===== src/rtl/midi_parser_pkg.sv =====
// Shared definitions for the MIDI byte-stream parser: message type codes,
// byte-class boundaries, FSM state encoding and byte classification helpers.
package midi_parser_pkg;

    // Channel-voice message types (status[6:4])
    typedef enum logic [2:0] {
        MSG_NOTE_OFF   = 3'd0,
        MSG_NOTE_ON    = 3'd1,
        MSG_POLY_AT    = 3'd2,
        MSG_CC         = 3'd3,
        MSG_PROG_CHG   = 3'd4,
        MSG_CHAN_AT    = 3'd5,
        MSG_PITCH_BEND = 3'd6
    } msg_type_t;

    // Parser states
    typedef enum logic [1:0] {
        ST_IDLE    = 2'd0,
        ST_WAIT_D1 = 2'd1,
        ST_WAIT_D2 = 2'd2,
        ST_SYSEX   = 2'd3
    } state_t;

    // Byte-class boundaries
    localparam logic [7:0] BYTE_SYSEX_START = 8'hF0;
    localparam logic [7:0] BYTE_SYS_MIN     = 8'hF0;
    localparam logic [7:0] BYTE_RT_MIN      = 8'hF8;

    // 0xF8-0xFF: real-time, may interleave anywhere
    function automatic logic is_realtime(input logic [7:0] b);
        return b >= BYTE_RT_MIN;
    endfunction

    // 0xF1-0xF7: system common other than SysEx start
    function automatic logic is_syscommon(input logic [7:0] b);
        return (b > BYTE_SYS_MIN) && (b < BYTE_RT_MIN);
    endfunction

    // Program Change and Channel Aftertouch carry a single data byte
    function automatic logic needs_two(input msg_type_t t);
        return (t != MSG_PROG_CHG) && (t != MSG_CHAN_AT);
    endfunction

endpackage


===== src/rtl/midi_parser.sv =====
// MIDI channel-voice message parser. Assembles messages from a received byte
// stream with running status, SysEx skipping, real-time passthrough and an
// optional channel filter; emits one registered strobe per complete message.
module midi_parser
    import midi_parser_pkg::*;
#(
    parameter logic       OMNI          = 1'b1,
    parameter logic [3:0] CHANNEL       = 4'd0,
    parameter logic       NOTEON_V0_OFF = 1'b1
) (
    input  logic       clk,
    input  logic       rst_n,
    input  logic       byte_valid,
    input  logic [7:0] byte_in,
    output logic       msg_valid,
    output logic [2:0] msg_type,
    output logic [3:0] msg_chan,
    output logic [6:0] msg_d1,
    output logic [6:0] msg_d2,
    output logic       rt_valid,
    output logic [7:0] rt_byte
);

    state_t    state;
    msg_type_t stat_type;
    logic [3:0] stat_chan;
    logic [6:0] d1_hold;

    msg_type_t  emit_type;
    logic [6:0] emit_d1;
    logic [6:0] emit_d2;
    logic       chan_ok;

    // Fields of the message that the current data byte would complete
    always_comb begin
        emit_d1   = byte_in[6:0];
        emit_d2   = '0;
        if (state == ST_WAIT_D2) begin
            emit_d1 = d1_hold;
            emit_d2 = byte_in[6:0];
        end
        emit_type = stat_type;
        if (NOTEON_V0_OFF && (stat_type == MSG_NOTE_ON) && (emit_d2 == '0))
            emit_type = MSG_NOTE_OFF;
        chan_ok   = OMNI || (stat_chan == CHANNEL);
    end

    // Parser FSM with registered message and real-time outputs
    always_ff @(posedge clk or negedge rst_n) begin
        if (!rst_n) begin
            state     <= ST_IDLE;
            stat_type <= MSG_NOTE_OFF;
            stat_chan <= '0;
            d1_hold   <= '0;
            msg_valid <= 1'b0;
            msg_type  <= '0;
            msg_chan  <= '0;
            msg_d1    <= '0;
            msg_d2    <= '0;
            rt_valid  <= 1'b0;
            rt_byte   <= '0;
        end else begin
            msg_valid <= 1'b0;
            rt_valid  <= 1'b0;
            if (byte_valid) begin
                if (is_realtime(byte_in)) begin
                    // Transparent: parser state is left untouched
                    rt_valid <= 1'b1;
                    rt_byte  <= byte_in;
                end else if (byte_in == BYTE_SYSEX_START) begin
                    state     <= ST_SYSEX;
                    stat_type <= MSG_NOTE_OFF;
                    stat_chan <= '0;
                end else if (is_syscommon(byte_in)) begin
                    state     <= ST_IDLE;
                    stat_type <= MSG_NOTE_OFF;
                    stat_chan <= '0;
                end else if (byte_in[7]) begin
                    state     <= ST_WAIT_D1;
                    stat_type <= msg_type_t'(byte_in[6:4]);
                    stat_chan <= byte_in[3:0];
                end else begin
                    case (state)
                        ST_WAIT_D1: begin
                            d1_hold <= byte_in[6:0];
                            if (needs_two(stat_type)) begin
                                state <= ST_WAIT_D2;
                            end else if (chan_ok) begin
                                msg_valid <= 1'b1;
                                msg_type  <= emit_type;
                                msg_chan  <= stat_chan;
                                msg_d1    <= emit_d1;
                                msg_d2    <= emit_d2;
                            end
                        end
                        ST_WAIT_D2: begin
                            state <= ST_WAIT_D1;
                            if (chan_ok) begin
                                msg_valid <= 1'b1;
                                msg_type  <= emit_type;
                                msg_chan  <= stat_chan;
                                msg_d1    <= emit_d1;
                                msg_d2    <= emit_d2;
                            end
                        end
                        default: ; // IDLE and SYSEX discard data bytes
                    endcase
                end
            end
        end
    end

endmodule


===== config.mk =====
export PLATFORM = sky130hd
export DESIGN_NAME = midi_parser
export DESIGN_NICKNAME = d
export VERILOG_FILES = /design/src/rtl/midi_parser_pkg.sv /design/src/rtl/midi_parser.sv
export SDC_FILE = /design/constraint.sdc
export NUM_CORES = 1
export LEC_CHECK = 0
export BUFFER_PORTS_ARGS = -buffer_cell sky130_fd_sc_hd__buf_2
export CAP_MARGIN = 20
export CORE_MARGIN = 2
export CORE_UTILIZATION = 50
export DETAILED_ROUTE_END_ITERATION = 12
export PLACE_DENSITY_LB_ADDON = 0.25
export SYNTH_ARGS = -nofsm -noshare
export SYNTH_HDL_FRONTEND = slang
export SYNTH_SLANG_ARGS = --single-unit
export TNS_END_PERCENT = 20

===== constraint.sdc =====
create_clock -name clk -period 2.3 [get_ports clk]
set_input_delay 0.69 -clock clk [delete_from_list [all_inputs] [get_ports clk]]
set_output_delay 0.69 -clock clk [all_outputs]
set_load 0.1 [all_outputs]

==> flow_metrics.tcl <==
set metrics [dict create \
    status "finished, final reports clean" \
    grt_max_degree 48 \
    setup_viol 0 \
    core-area_um2 3690 \
    grt_first_pass_wirelength_um 6380 \
    hp-class "input port to async pin" \
    via_count 1393 \
    dieArea_um2 4360 \
    grt_use_total_pct 20.0 \
    worst_slew_pin_slew_ps 563 \
    h-tree-depth 2 \
    clkSinkCount 47 \
    multi_input_area_um2 717 \
    startpoint_type "input port" \
    cts-root-buf "clkbuf_8" \
    n_fill_cell 321 \
    antenna_found_initial 0 \
    synthDistinctLibCells 28 \
    period_minus_slack_ps 1810 \
    cts_buffer_depth 2 \
    wl_um 3740 \
    drc 0 \
    maxSlewHeadroom_pct 62.4 \
    final_core_util_pct 62.4 \
    end_kind "flip-flop" \
    clock_skew_ps 6.35 \
    async_reset_ff_share_pct 100 \
    synthFlopType "dfrtp_1" \
    ctsHoldBuffers 0 \
    antenna-diode-count 0 \
    overflow 0 \
    finalCritPeriodShare_pct 78.8 \
    cp-startpoint "byte_in[3]" \
    fp.dieH_um 66.0 \
    final-seq-area_um2 1180 \
    stdcell_count 266 \
    cap_viol_max_count 0 \
    die_w_um 66.0 \
    antenna_left 0 \
    cts_resized 0 \
    synth_area_leader_cell "dfrtp_1" \
    wl_per_cell_um 14.0 \
    cp.required_ps 2480 \
    hold_viol_final 0 \
    ys_top_cells_by_count "dfrtp_1, nand2_1, o21ai_1" \
    via_per_inst 5.24 \
    rsz0062_at_grt "false" \
    avgSynthCellArea_um2 11.3 \
    synth_most_common_cell "dfrtp_1" \
    layout.nets 230 \
    areaGrowthSynthToFinish_pct 19.8 \
    ys.warnings.count 0 \
    clk_latency_ps 290 \
    reg2reg_from "state[1]" \
    cp.arrival_ps 1990 \
    cts_tree "built" \
    clkTransAtPathRegs_ps 80 \
    drt_iter0_drc 49 \
    synth_area_leaders "dfrtp_1, nand2_1, mux2_1" \
    port_buffers 41 \
    gp_congestion 0.816 \
    fin_tns_setup_ps 0 \
    synth-edff-count 0 \
    finalMaxSlewViolations 0 \
    netlist_area_um2 1920 \
    start_util_pct 52.1 \
    layout-drive-gt1-share_pct 27.1 \
    dp.cells 258 \
    postSynthCellCount 170 \
    seq_area_frac_synth_pct 61.2 \
    crit_type "input port to flip-flop" \
    cp_max_fo 8 \
    postCtsSetupBuffers 0 \
    syn-num-nets 183 \
    ys_ff_latch 47 \
    hpwl_um 2720 \
    dr.pass1.iters 4 \
    num_rows 22 \
    numCtsBuffers 5 \
    synthDominantCellAreaShare_pct 61.2 \
    fmax_mhz 552 \
    pin_count 42 \
    grt_pass1_vias 1358 \
]
[flip-flops by register name (all words and copies together) (netlist names)]
signal     cells
stat_type      3
d1_hold        7
msg_type       3
rt_valid       1
rt_byte        8
msg_d1         7
msg_valid      1
msg_chan       4
msg_d2         7
state          2
stat_chan      4
[stage by stage]
step                hold WS [ps]  cell area (um^2)  setup slack, ps
finish                       466              2300              488
global route                 501              2300              423
CTS                          478              2300              484
detailed placement           452              2200              171
global placement             445              2200              195
floorplan                    394              1920              374
[layout make-up]
cell class                      instances  area share (%)
Clock buffer                            8            4.35
Inverter                                2           0.326
Timing Repair Buffer                   46            10.5
Multi-Input combinational cell        115            31.1
Tap cell                               48            2.61
Sequential cell                        47            51.1
[worst max-delay path, cell delays in order]
cell and delay, ps:
buf_2 150, or4_4 530, o41a_1 330, o311ai_2 220, nand2_1 70
[kinds of logic (layout without fill, tap and decap cells)]
group | count (synthesis) | count (layout) | synth area share [%]
compound gates | 28 | 28 | 9.82
fa+ha+maj | 2 | 2 | 1.30
buf+inv | 8 | 56 | 1.76
flops | 47 | 47 | 61.2
mux | 19 | 19 | 10.7
simple gates | 66 | 66 | 15.3
[layer usage]
layer  up-vias  GRT usage, %  wire [um]
li1        679             -          -
met2        33          32.4       1800
met1       676          24.7       1690
met3         5          6.30        190
met5         -             0          0
met4         0          8.67         61
[path summary, 6_finish.rpt]
path | slack (ps) | cells after the start | endpoint
worst min-delay path | 470 | 2 | msg_d2[6]
min in group clk | 470 | 1 | rt_byte[4]
worst max register to register | 580 | 5 | state[0]
max in group asynchronous | 1440 | 2 | msg_d1[0]
worst min register to register | 470 | 1 | rt_byte[4]
worst max-delay path | 490 | 5 | msg_type[0]
[layout by cell type (no fill, tap or decap), types with 5 or more instances in the layout]
cell      instances
nor2_1            7
nand2_1          42
a22o_1            6
mux2_1            9
clkbuf_8          7
buf_2            41
dfrtp_1          47
or2_1             5
mux2i_1           7
buf_4             5
o21ai_1          14
Power is left out: the tool's default activity adds up to more than one toggle a clock period on the data nets, which glitch-free logic cannot reach.
